File: config.mk
export PLATFORM = sky130hd
export DESIGN_NAME = layer_output_serializer
export DESIGN_NICKNAME = d
export VERILOG_FILES = /design/src/rtl/layer_output_serializer_pkg.sv /design/src/rtl/layer_output_serializer.sv
export SDC_FILE = /design/constraint.sdc
export NUM_CORES = 1
export LEC_CHECK = 0
export ABC_AREA = 0
export BUFFER_PORTS_ARGS = -buffer_cell sky130_fd_sc_hd__clkbuf_2
export CORE_AREA = 2 2 207 209
export CTS_CLUSTER_DIAMETER = 60
export DETAILED_ROUTE_END_ITERATION = 7
export DIE_AREA = 0 0 209 211
export PLACE_DENSITY = 0.73
export SKIP_LAST_GASP = 1
export SLEW_MARGIN = 40
export SYNTH_ARGS = -nofsm -noshare
export SYNTH_HDL_FRONTEND = slang
export SYNTH_SLANG_ARGS = --single-unit
export TNS_END_PERCENT = 30
File: constraint.sdc
create_clock -name clk -period 9.84 [get_ports clk]
set_input_delay 0.492 -clock clk [delete_from_list [all_inputs] [get_ports clk]]
set_output_delay 0.492 -clock clk [all_outputs]
set_load 0.03 [all_outputs]
File: src/rtl/layer_output_serializer_pkg.sv
`default_nettype none
// ============================================================================
// Module   : layer_output_serializer_pkg
// Purpose  : Shared constants for the layer output serializer: FSM state
//            encoding and buffer sizing helper.
// Revision : 1.0 - initial release
// ============================================================================
package layer_output_serializer_pkg;

  // Two-state burst controller encoding
  localparam logic [0:0] c_st_idle  = 1'b0;
  localparam logic [0:0] c_st_shift = 1'b1;

  // Words held back after word 0 goes straight to the output. A single
  // neuron needs no buffer, but a one-entry array keeps the declaration legal.
  function automatic int buf_depth(input int n);
    return (n > 1) ? (n - 1) : 1;
  endfunction

endpackage : layer_output_serializer_pkg
`default_nettype wire

File: src/rtl/layer_output_serializer.sv
`default_nettype none
// ============================================================================
// Module   : layer_output_serializer
// Purpose  : Captures all neuron outputs of a layer on their common valid
//            pulse and streams them one word per clock, neuron 0 first, onto
//            the next layer's shared input bus. No flow control.
// Revision : 1.0 - initial release
// ============================================================================
module layer_output_serializer
  import layer_output_serializer_pkg::*;
#(
  parameter int numNeurons = 30,
  parameter int dataWidth  = 16
) (
  input  logic                            clk,
  input  logic                            rst,
  input  logic [numNeurons-1:0]           x_valid,
  input  logic [numNeurons*dataWidth-1:0] x_in,
  output logic [dataWidth-1:0]            data_out,
  output logic                            data_out_valid,
  output logic                            busy,
  output logic                            overrun,
  output logic                            skew_err
);

  localparam int                 c_cnt_w     = $clog2(numNeurons + 1);
  localparam int                 c_buf_depth = buf_depth(numNeurons);
  localparam logic [c_cnt_w-1:0] c_cnt_last  = c_cnt_w'(numNeurons);
  localparam logic [c_cnt_w-1:0] c_cnt_one   = c_cnt_w'(1);
  localparam logic               c_multi     = (numNeurons > 1);

  logic [0:0]           r_state;
  logic [0:0]           w_state_nxt;
  logic [c_cnt_w-1:0]   r_cnt;
  logic [c_cnt_w-1:0]   w_cnt_nxt;
  logic [dataWidth-1:0] r_buf     [c_buf_depth];
  logic [dataWidth-1:0] w_buf_nxt [c_buf_depth];
  logic [dataWidth-1:0] r_data;
  logic [dataWidth-1:0] w_data_nxt;
  logic                 r_valid;
  logic                 w_valid_nxt;
  logic                 r_overrun;
  logic                 r_skew;

  logic w_cap;
  logic w_partial;
  logic w_last;
  logic w_load;
  logic w_drop;

  // Capture qualification: all neurons must agree; a partial pulse is a skew
  assign w_cap     = &x_valid;
  assign w_partial = (|x_valid) & ~w_cap;
  // Last beat of the burst is on the output; a new capture may chain on now
  assign w_last    = (r_state == c_st_shift) && (r_cnt == c_cnt_last);
  assign w_load    = w_cap && ((r_state == c_st_idle) || w_last);
  assign w_drop    = w_cap && (r_state == c_st_shift) && !w_last;

  // State register
  always_ff @(posedge clk) begin
    if (rst) begin
      r_state <= c_st_idle;
    end else begin
      r_state <= w_state_nxt;
    end
  end

  // Next-state: enter SHIFT on a multi-word capture, leave after the last beat
  always_comb begin
    w_state_nxt = r_state;
    case (r_state)
      c_st_idle: begin
        if (w_cap && c_multi) w_state_nxt = c_st_shift;
      end
      c_st_shift: begin
        if (w_last) w_state_nxt = (w_cap && c_multi) ? c_st_shift : c_st_idle;
      end
      default: w_state_nxt = c_st_idle;
    endcase
  end

  // Datapath next values: load word 0 + buffer, shift buffer, or go quiet
  always_comb begin
    w_data_nxt  = r_data;
    w_valid_nxt = r_valid;
    w_cnt_nxt   = r_cnt;
    for (int i = 0; i < c_buf_depth; i++) w_buf_nxt[i] = r_buf[i];

    if (w_load) begin
      w_data_nxt  = x_in[0 +: dataWidth];
      w_valid_nxt = 1'b1;
      w_cnt_nxt   = c_cnt_one;
      for (int i = 0; i < numNeurons - 1; i++) begin
        w_buf_nxt[i] = x_in[(i+1)*dataWidth +: dataWidth];
      end
    end else if ((r_state == c_st_shift) && !w_last) begin
      w_data_nxt  = r_buf[0];
      w_valid_nxt = 1'b1;
      w_cnt_nxt   = r_cnt + c_cnt_one;
      for (int i = 0; i < c_buf_depth - 1; i++) w_buf_nxt[i] = r_buf[i+1];
    end else begin
      w_data_nxt  = '0;
      w_valid_nxt = 1'b0;
      w_cnt_nxt   = '0;
    end
  end

  // Output, counter and sticky-flag registers
  always_ff @(posedge clk) begin
    if (rst) begin
      r_data    <= '0;
      r_valid   <= 1'b0;
      r_cnt     <= '0;
      r_overrun <= 1'b0;
      r_skew    <= 1'b0;
    end else begin
      r_data    <= w_data_nxt;
      r_valid   <= w_valid_nxt;
      r_cnt     <= w_cnt_nxt;
      if (w_drop)    r_overrun <= 1'b1;
      if (w_partial) r_skew    <= 1'b1;
    end
  end

  // Buffer needs no reset: its contents are only read after a load
  always_ff @(posedge clk) begin
    for (int i = 0; i < c_buf_depth; i++) r_buf[i] <= w_buf_nxt[i];
  end

  assign data_out       = r_data;
  assign data_out_valid = r_valid;
  assign busy           = (r_state == c_st_shift);
  assign overrun        = r_overrun;
  assign skew_err       = r_skew;

endmodule : layer_output_serializer
`default_nettype wire
==> results of run 1 <==
-- cell usage in the layout, fill, tap and decap left out --
master      count
clkbuf_8        2
buf_6           2
clkbuf_2      531
a21oi_1        19
clkinv_1        8
inv_1           2
nand3_1        18
clkinv_16       1
diode_2         4
bufinv_16       4
buf_16          5
xor2_1          2
buf_12          3
xnor2_1         1
clkinv_2       11
and2_1          2
nand2_1        20
mux2_1        404
clkinvlp_4      2
o21bai_1        1
buf_4           1
dfxtp_1        25
nor3_1          4
clkbuf_16      52
ha_1            2
nor2b_1         2
clkbuf_1       10
nor2_1          2
mux2_2         44
nor4_1          9
or2_4           1
inv_6           1
nand4_1        10
edfxtp_1      464
-- metrics by stage --
| stage | total power (µW) | utilization, % | cell area (µm²) | instances | worst slack (ps) |
|---|---|---|---|---|---|
| floorplan | 2290 | - | 20700 | 1091 | 2680 |
| global placement | 2390 | 56.1 | 23400 | 2108 | 5380 |
| detailed placement | 2400 | 56.4 | 23500 | 2113 | 5500 |
| CTS | 4250 | 60.2 | 25100 | 2203 | 5860 |
| global route | 4340 | 60.3 | 25200 | 2208 | 5470 |
| finish | 4200 | 60.3 | 25200 | 2208 | 5760 |
-- cell families after synthesis --
kind of cell / synth area share (%)
compound gates: 0.497
xor+xnor: 0.127
fa+ha+maj: 0.121
buf+inv: 3.27
flops: 69.9
mux: 24.4
simple gates: 1.66
-- power by group --
| part | switching (µW) | total, µW | internal, µW | leakage (µW) |
|---|---|---|---|---|
| logic | 35.0 | 108 | 73.2 | 0.00415 |
| clock network | 768 | 1850 | 1080 | 0.000784 |
| registers | 0.0922 | 2240 | 2240 | 0.00437 |
-- layout make-up --
cell class                 count  area share [%]
sequential                   489            57.3
multi-input combinational    541            22.0
timing repair buffer         542            11.5
clock buffer                  64            5.43
tap                          539            2.68
clock inverter                26           0.909
inverter                       3           0.149
antenna                        4          0.0398
-- sequential cells by signal, summed over array words and instances, names as in the netlist --
register        cells
r_buf             464
data_out           16
r_cnt               5
busy                1
data_out_valid      1
overrun             1
skew_err            1
-- metal layers --
metal  vias to the layer above  wire [µm]  track usage, %
met3                        76       4300            7.78
met2                       431      22800            35.0
met4                        14        961            6.58
li1                       5351          -               -
met5                         -         91               0
met1                      5561      18900            25.4
-- worst min path at each step --
stage / startpoint / to / slack [ps] / depth (start not counted)
2_1_floorplan: r_buf[0][0]$_DFFE_PP_ / data_out[0]$_SDFF_PP0_ / 470 / 2
3_3_place_gp: skew_err$_SDFFE_PP0P_ / skew_err$_SDFFE_PP0P_ / 440 / 2
3_5_place_dp: skew_err$_SDFFE_PP0P_ / skew_err$_SDFFE_PP0P_ / 440 / 2
4_1_cts: x_in[468] / r_buf[1][196]$_DFFE_PP_ / 60 / 1
5_1_grt: x_in[473] / r_buf[1][201]$_DFFE_PP_ / 70 / 1
6_report: x_in[468] / r_buf[1][196]$_DFFE_PP_ / 100 / 1
==> flow_summary_export.csv, run 1 <==
group,metric,value,unit
status,status,"finished clean",
worst_setup_path,critical_path_cell_count,9,
worst_setup_path,reg2reg_to,"r_buf[1][51]$_DFFE_PP_",
clock_network,cts_resized,0,
worst_setup_path,r2r_start,"r_cnt[0]$_SDFF_PP0_",
timing,period_minus_slack,4080,ps
timing,timing.fmax,245,MHz
worst_setup_path,path_cells,"inv_1 > ha_1 > nand4_1 > and2_1 > or2_4 > buf_12 > buf_16 > buf_4 > buf_12",
final_layout,nets,2141,
placed_design,port-buffer-count,531,
synthesis,ys_warn_count,0,
timing,hold_viol_final,0,
global_route,grt_max_degree,157,
power_and_ir_drop,p_leak,0.00930,µW
floorplan,io_pins,532,
detailed_routing,wl,47100,µm
timing,tightest_slew,765,ps
worst_setup_path,start_kind,"flop",
final_layout,multi_input_area,5540,µm²
floorplan,dieArea,44100,µm²
worst_setup_path,reg2reg_depth,9,
global_route,overflow,0,
job,cap_violations,0,
clock_network,cts_buffers,50,
floorplan,fp.coreArea,41800,µm²
worst_setup_path,crit_type,"reg2reg",
hold_path,hold_path_class,"in2reg",
timing,rsz0062_at_grt,"false",
synthesis,syn_inst,1091,
timing,finClkSkew,8.07,ps
global_route,grt_pass1_vias,12100,
timing,setup_viol,0,
clock_network,cts_tree,"yes",
worst_setup_path,cp.required,10090,ps
worst_setup_path,crit_buf_inv,5,
worst_setup_path,end_kind,"flop",
detailed_routing,routed_via_density,5.18,
synthesis,syn_area,20700,µm²
floorplan,die_y,211,µm
synthesis,ys_seq_area_share,69.9,%
worst_setup_path,cp_data_arrival_time,4330,ps
clock_network,path_clk_slew,60,ps
worst_setup_path,endpoint,"r_buf[1][51]$_DFFE_PP_",
detailed_routing,drc,0,
final_layout,nFillCells,3166,
clock_network,clockBufferDepth,3,
timing,timing.setup.tns,0,ps
power_and_ir_drop,powerDensity,167,nW/µm²
clock_network,post_cts_buffers,0,
timing,finalHoldWorstSlack,98.0,ps
floorplan,die_x,209,µm
worst_setup_path,timing.critical_path.mode_cell,"buf_12",
detailed_routing,drtIter0Drc,697,
synthesis,synth_seq_cells,489,
synthesis,syn_area_per_cell,18.9,µm²
floorplan,num_rows,75,
synthesis,yosysTopAreaCell,"edfxtp_1",
worst_setup_path,startpoint,"r_cnt[0]$_SDFF_PP0_",
synthesis,syn_nets,1605,
timing,maxSlewViolCount,0,
final_layout,register_area,14400,µm²
floorplan,initial_core_util,49.5,%
placed_design,globalplace.congestion,0.800,
detailed_routing,drtPass1Iterations,4,
clock_network,htree_levels,2,
placed_design,dpl.hpwl,33600,µm
worst_setup_path,critical-path-max-stage-delay,710,ps
detailed_routing,vias,11400,
worst_setup_path,regToRegSetupSlack,5760,ps
global_route,track_usage,20.9,%
timing,period_share,41.5,%
synthesis,ys_async_sr_fraction,0,%
detailed_routing,wire_per_inst,21.3,µm
power_and_ir_drop,vdd_drop_max,145,µV
clock_network,cts_hold_buf,0,
synthesis,synth.most_common_cell,"edfxtp_1",
synthesis,synthTopCellsByCount,"edfxtp_1, mux2_1, mux2_2",
synthesis,netlist.area_leader.share,67.5,%
final_layout,layout-drive-gt1-share,39.6,%
clock_network,cts.sinks,489,
clock_network,ctsRootBufferMaster,"clkbuf_16",
final_layout,syn_to_final_growth,21.9,%
global_route,grt_pass1_wl,69900,µm
detailed_routing,ant_nets,0,
worst_setup_path,cp_max_fo,109,
timing,relSlewSlack,48.9,%
global_route,grt_antenna_before_repair,12,
synthesis,synth_area_leaders,"edfxtp_1, mux2_1, dfxtp_1",
synthesis,yosys.cell_types.count,24,
worst_setup_path,slowest_stage,"or2_4",
synthesis,ys.flop_type,"edfxtp_1",
clock_network,clkLatencyLatePin,570,ps
worst_setup_path,path_delay_family,"buffers and inverters",
synthesis,synth_edf_count,464,
(Power assumes the default switching activity.)
==> run 2, diff against run 1 <==
ABC_AREA = 1   (was 0)
CORE_AREA = 2 2 209 211   (was 2 2 207 209)
DIE_AREA = 0 0 211 213   (was 0 0 209 211)
clock period = 4.2 ns   (was 9.84 ns; I/O delays follow)
==> run 2 against run 1 <==
Compared with the run above: power grew 150%; cell area grew 21%; area after synthesis grew 1.8%; non-clock buffer count grew 488; highest routed layer is now met4.
==> flow_summary_export.csv, run 2 <==
group,metric,value,unit
worst_setup_path,critical-path-max-stage-delay,500,ps
timing,hold_viol_final,0,
global_route,grt_pass1_vias,20000,
synthesis,ys_warn_count,0,
worst_setup_path,timing.critical_path.mode_cell,"nand2_1",
detailed_routing,wl,70400,µm
synthesis,synth.most_common_cell,"nand2_1",
hold_path,hold_path_class,"in2reg",
power_and_ir_drop,vdd_drop_max,367,µV
synthesis,yosys.cell_types.count,24,
worst_setup_path,reg2reg_depth,10,
power_and_ir_drop,sw_frac_of_total,20.8,%
clock_network,cts_tree,"yes",
global_route,grt_max_degree,200,
timing,timing.setup.tns,0,ps
placed_design,dp.cells,3103,
floorplan,io_pins,532,
floorplan,fp.coreArea,42700,µm²
synthesis,ys.flop_type,"edfxtp_1",
synthesis,yosysTopAreaCell,"edfxtp_1",
timing,period_share,69.1,%
global_route,grt_pass1_wl,105000,µm
clock_network,clkLatencyLatePin,600,ps
global_route,grt_antenna_before_repair,9,
global_route,track_usage,30.4,%
synthesis,synthTopCellsByCount,"nand2_1, edfxtp_1, buf_2, nor2_1, buf_6",
synthesis,synth_fa_ha_area_share,0.119,%
final_layout,mostFrequentLayoutCells,"nand2_1, clkbuf_2, dlygate4sd3_1",
floorplan,die_y,213,µm
final_layout,syn_to_final_growth,44.5,%
worst_setup_path,start_kind,"flop",
placed_design,globalplace.congestion,0.871,
power_and_ir_drop,sequentialPowerShare,50.3,%
floorplan,initial_core_util,49.2,%
job,cap_violations,0,
power_and_ir_drop,p_sw,2170,µW
synthesis,syn_area,21000,µm²
synthesis,synth.area.mux_share,0,%
detailed_routing,ant_nets,0,
clock_network,ctsRootBufferMaster,"clkbuf_16",
worst_setup_path,end_kind,"flop",
clock_network,htree_levels,2,
clock_network,path_clk_slew,70,ps
synthesis,ys_async_sr_fraction,0,%
detailed_routing,drtIter0Drc,2262,
worst_setup_path,crit_buf_inv,4,
synthesis,ys_seq_area_share,68.6,%
final_layout,regMostFlops,"r_buf",
final_layout,largest_reg_flops,464,
synthesis,synth_top_family_by_area,"simple AND/OR/NAND/NOR gates",
detailed_routing,drtPass1Iterations,6,
clock_network,cts_buffers,52,
status,status,"finished clean",
global_route,overflow,0,
final_layout,final_cells,3693,
final_layout,nets,3606,
final_layout,final_common_cell,"nand2_1",
final_layout,nFillCells,2637,
synthesis,syn_nets,2628,
timing,tightest_slew,859,ps
clock_network,cts.sinks,489,
worst_setup_path,crit_type,"reg2reg",
worst_setup_path,path_delay_family,"buffers and inverters",
power_and_ir_drop,p_leak,0.0137,µW
synthesis,syn_inst,2114,
worst_setup_path,cp.required,4530,ps
power_and_ir_drop,powerDensity,344,nW/µm²
floorplan,num_rows,76,
worst_setup_path,slowest_stage,"buf_12",
timing,period_minus_slack,2900,ps
synthesis,netlist.area_leader.share,66.3,%
synthesis,synth_area_leaders,"edfxtp_1, nand2_1, dfxtp_1",
final_layout,layout-drive-gt1-share,20.0,%
synthesis,synth_edf_count,464,
synthesis,synth_seq_cells,489,
synthesis,syn_area_per_cell,9.95,µm²
worst_setup_path,cp_max_fo,182,
placed_design,port-buffer-count,531,
floorplan,die_x,211,µm
power_and_ir_drop,p_comb_share,6.6,%
worst_setup_path,cp_data_arrival_time,3230,ps
power_and_ir_drop,intPower,8280,µW
hold_path,hold_depth,7,
timing,timing.fmax,345,MHz
synthesis,synth_xor_area_share,0.125,%
floorplan,dieArea,44900,µm²
placed_design,dpl.hpwl,36500,µm
final_layout,final_cell_area,30400,µm²
timing,finClkSkew,23.6,ps
detailed_routing,drc,0,
placed_design,place_area,23900,µm²
timing,maxSlewViolCount,0,
synthesis,yosys.area_share.simple,26.7,%
worst_setup_path,critical_path_cell_count,10,
timing,setup_viol,0,
power_and_ir_drop,clockPowerShare,43.1,%
timing,relSlewSlack,42.7,%
timing,rsz0062_at_grt,"false",
clock_network,clockBufferDepth,3,
detailed_routing,vias,19500,
worst_setup_path,path_cells,"inv_1 > ha_1 > nand2_1 > o21ai_2 > buf_4 > nand3_4 > clkinv_8 > buf_12 > nand2_1 > nand2_1",
detailed_routing,wire_per_inst,19.1,µm
synthesis,synth_compound_area_share,0.173,%
detailed_routing,routed_via_density,5.27,
run 2: logic make-up (layout without fill, tap and decap cells):
kind of cell,count (synthesis),after routing
AND/OR/NAND/NOR,1483,1483
flip-flops,489,489
buffers and inverters,130,1151
AO/OA/AOI/OAI,7,7
XOR/XNOR,3,3
adder cells (fa/ha/maj),2,2
other,0,12
run 2: worst min-delay path: stages:
cell and delay [ps]:
clkbuf_2 90, nor2_1 30, nand2_1 40, nor2_1 40, nand2_1 40, o21ai_0 60, a21oi_1 110
run 2: layout make-up:
cell class,instances,area [µm²],share of cell area [%]
clock inverters,33,273,0.898
multi-input cells,1495,5750,18.9
repair buffers,1030,7740,25.5
diodes,12,30.0,0.0988
flip-flops and latches,489,14400,47.5
inverters,24,103,0.338
clock buffers,64,1370,4.50
well taps,546,683,2.25
run 2: path summary, 6_finish.rpt:
| path | start | to | slack (ps) |
|---|---|---|---|
| worst min-delay path | x_valid[20] | skew_err$_SDFFE_PP0P_ | 80 |
| worst max-delay path | r_cnt[0]$_SDFF_PP0_ | r_buf[0][209]$_DFFE_PP_ | 1300 |
| worst max register to register | r_cnt[0]$_SDFF_PP0_ | r_buf[0][209]$_DFFE_PP_ | 1300 |
| worst min register to register | r_buf[0][13]$_DFFE_PP_ | data_out[13]$_SDFF_PP0_ | 450 |
run 2: layer usage:
metal,share of wire [%],GRT usage [%],vias to the layer above
met5,0,0,-
met4,6.9,19.7,0
met3,9.9,8.12,377
met2,49,51.0,1342
met1,34,34.5,8978
li1,-,-,8764
run 2: timing repair:
| item | 4_1_cts | 5_1_grt |
|---|---|---|
| hold buffers | 480 | 0 |
| endpoints found under the hold margin | 480 | 0 |
| buffers inserted | 0 | 0 |
| resized for setup | 0 | 0 |
run 2: power groups by stage:
stage | logic, µW | registers [µW] | clock network [µW]
after floorplan | 17.5 | 5360 | 0
after global placement | 287 | 5360 | 0
after detailed placement | 285 | 5360 | 0
after CTS | 652 | 5250 | 4520
after global routing | 724 | 5250 | 4740
final | 690 | 5250 | 4510
run 2: through the flow:
step	setup WS (ps)	util [%]	hold slack, ps	power (µW)
floorplan	864	-	309	5380
global placement	1580	55.9	391	5650
detailed placement	1510	55.9	389	5640
CTS	1510	71.0	43.8	10400
global route	1200	71.1	126	10700
finish	1300	71.2	80.6	10500
==> run 3, diff against run 2 <==
CORE_AREA = unset   (was 2 2 209 211)
CORE_UTILIZATION = 48   (was unset)
DIE_AREA = unset   (was 0 0 211 213)
PLACE_DENSITY = 0.74   (was 0.73)
clock period = 2.4 ns   (was 4.2 ns; I/O delays follow)
==> run 3 against run 2 <==
Compared with the run above: register-to-register slack got worse by 1200 ps; count of clock-buffer cells in the layout is 3 higher; critical path type unchanged; sequential power up 75%; critical endpoint is now data_out[0]$_SDFF_PP0_; largest cell class unchanged; die area down 0.66%; first-iteration DRC count up 16%.
==> flow_summary_export.csv, run 3 (synthesis results as in run 2) <==
group,metric,value,unit
placed_design,post-place-ws,312,ps
placed_design,port-buffer-count,531,
detailed_routing,wire_per_inst,20.5,µm
timing,timing.fmax,430,MHz
worst_setup_path,cp_max_fo,21,
timing,tightest_slew,439,ps
global_route,overflow,0,
clock_network,clockBufferDepth,3,
final_layout,mostFrequentLayoutCells,"nand2_1, clkbuf_2, dlygate4sd3_1",
timing,finClkSkew,31.8,ps
worst_setup_path,crit_type,"reg2reg",
global_route,grt_max_degree,80,
placed_design,globalplace.congestion,0.924,
final_layout,largest_reg_flops,464,
hold_path,hold_path_class,"in2reg",
worst_setup_path,end_kind,"flop",
clock_network,path_clk_slew,60,ps
power_and_ir_drop,powerDensity,584,nW/µm²
timing,rsz0062_at_grt,"false",
timing,finalHoldWorstSlack,42.5,ps
global_route,grt_pass1_wl,114000,µm
final_layout,nets,3649,
detailed_routing,wl_met3,8750,µm
timing,layout_setup_ws,74.0,ps
floorplan,die_y,211,µm
detailed_routing,dr_wl_met2,36600,µm
timing,period_minus_slack,2330,ps
clock_network,post_cts_buffers,0,
detailed_routing,drtPass1Iterations,6,
clock_network,cts.sinks,489,
detailed_routing,wl,77200,µm
timing,maxSlewViolCount,0,
power_and_ir_drop,vdd_drop_max,482,µV
timing,period_share,96.9,%
floorplan,dieArea,44600,µm²
floorplan,num_rows,76,
detailed_routing,ant_nets,0,
clock_network,cts_buffers,50,
global_route,grt_antenna_before_repair,12,
global_route,grt_pass1_vias,21000,
floorplan,initial_core_util,48.7,%
final_layout,nFillCells,2668,
final_layout,layout-drive-gt1-share,20.4,%
detailed_routing,vias,20300,
timing,setup_viol,0,
detailed_routing,wl_met1,25800,µm
clock_network,ctsRootBufferMaster,"clkbuf_16",
placed_design,dpl.hpwl,38000,µm
worst_setup_path,cp_data_arrival_time,2830,ps
worst_setup_path,cp.required,2900,ps
timing,hold_viol_final,0,
final_layout,multi_input_area,5750,µm²
floorplan,io_pins,532,
clock_network,htree_levels,2,
detailed_routing,drtIter0Drc,2635,
power_and_ir_drop,p_leak,0.0139,µW
clock_network,cts_tree,"yes",
global_route,track_usage,34.2,%
clock_network,clkLatencyLatePin,600,ps
floorplan,die_x,211,µm
status,status,"finished clean",
detailed_routing,maxUsedRoutingLayer,"met5",
timing,relSlewSlack,70.7,%
final_layout,register_area,14400,µm²
worst_setup_path,start_kind,"flop",
detailed_routing,drc,0,
final_layout,final_common_cell,"nand2_1",
detailed_routing,routed_via_density,5.38,
floorplan,fp.coreArea,43200,µm²
final_layout,syn_to_final_growth,46.8,%
job,cap_violations,0,
final_layout,regMostFlops,"r_buf",
[run 3: cell types whose count changed in the layout (fill, tap and decap cells not counted), sizes merged]
cell	before	now
bufinv	4	2
diode	12	15
buf	19	42
clkinv	22	21
clkinvlp	6	1
dlygate4sd3	480	502
clkbuf	595	598
inv	25	24
[run 3: critical path, cell delays in order (launching register included)]
cell and delay [ps]:
dfxtp_2 350, inv_2 40, ha_1 190, nand2_1 90
o21ai_2 80, buf_4 240, nor2_4 380, nand2_1 170
nand2_1 120, dlygate4sd3_1 590
[run 3: final cells by class]
| type | instances | area share, % |
|---|---|---|
| flip-flops and latches | 489 | 46.8 |
| repair buffers | 1075 | 26.8 |
| multi-input cells | 1495 | 18.6 |
| clock buffers | 67 | 4.48 |
| well taps | 585 | 2.37 |
| clock inverters | 24 | 0.551 |
| inverters | 24 | 0.332 |
| diodes | 15 | 0.122 |
[run 3: layer usage]
layer / track usage (%) / up-vias
li1: - / 8856
met1: 38.4 / 9232
met2: 55.5 / 1681
met3: 10.3 / 519
met4: 25.1 / 6
met5: 0 / -
[run 3: timing repair]
action                                 CTS  global route
setup endpoints to repair                0            16
endpoints found under the hold margin  484             0
hold buffers                           502             0
gates resized for setup                  0             1
[run 3: per-stage QoR]
stage                     area [µm²]  TNS (ps)  cells  util (%)  total power, µW
after floorplan                21100   -273620   2114         -             9410
after global placement         24200         0   3166      56.2             9910
after detailed placement       24300         0   3166      56.2             9900
after CTS                      30800         0   3759      71.4            17900
after global routing           30900         0   3767      71.5            18400
final                          30900         0   3774      71.5            18000
[run 3: where the power goes]
group | total [µW] | internal, µW | switching (µW)
registers | 9190 | 9190 | 0.421
clock network | 7560 | 4260 | 3300
logic | 1270 | 823 | 444
[run 3: final timing paths]
path / start / to / slack, ps / cells after the start
max: r_cnt[0]$_SDFF_PP0_ / data_out[0]$_SDFF_PP0_ / 70 / 9
min reg2reg: skew_err$_SDFFE_PP0P_ / skew_err$_SDFFE_PP0P_ / 460 / 2
min: x_valid[16] / skew_err$_SDFFE_PP0P_ / 40 / 7
max reg2reg: r_cnt[0]$_SDFF_PP0_ / data_out[0]$_SDFF_PP0_ / 70 / 9
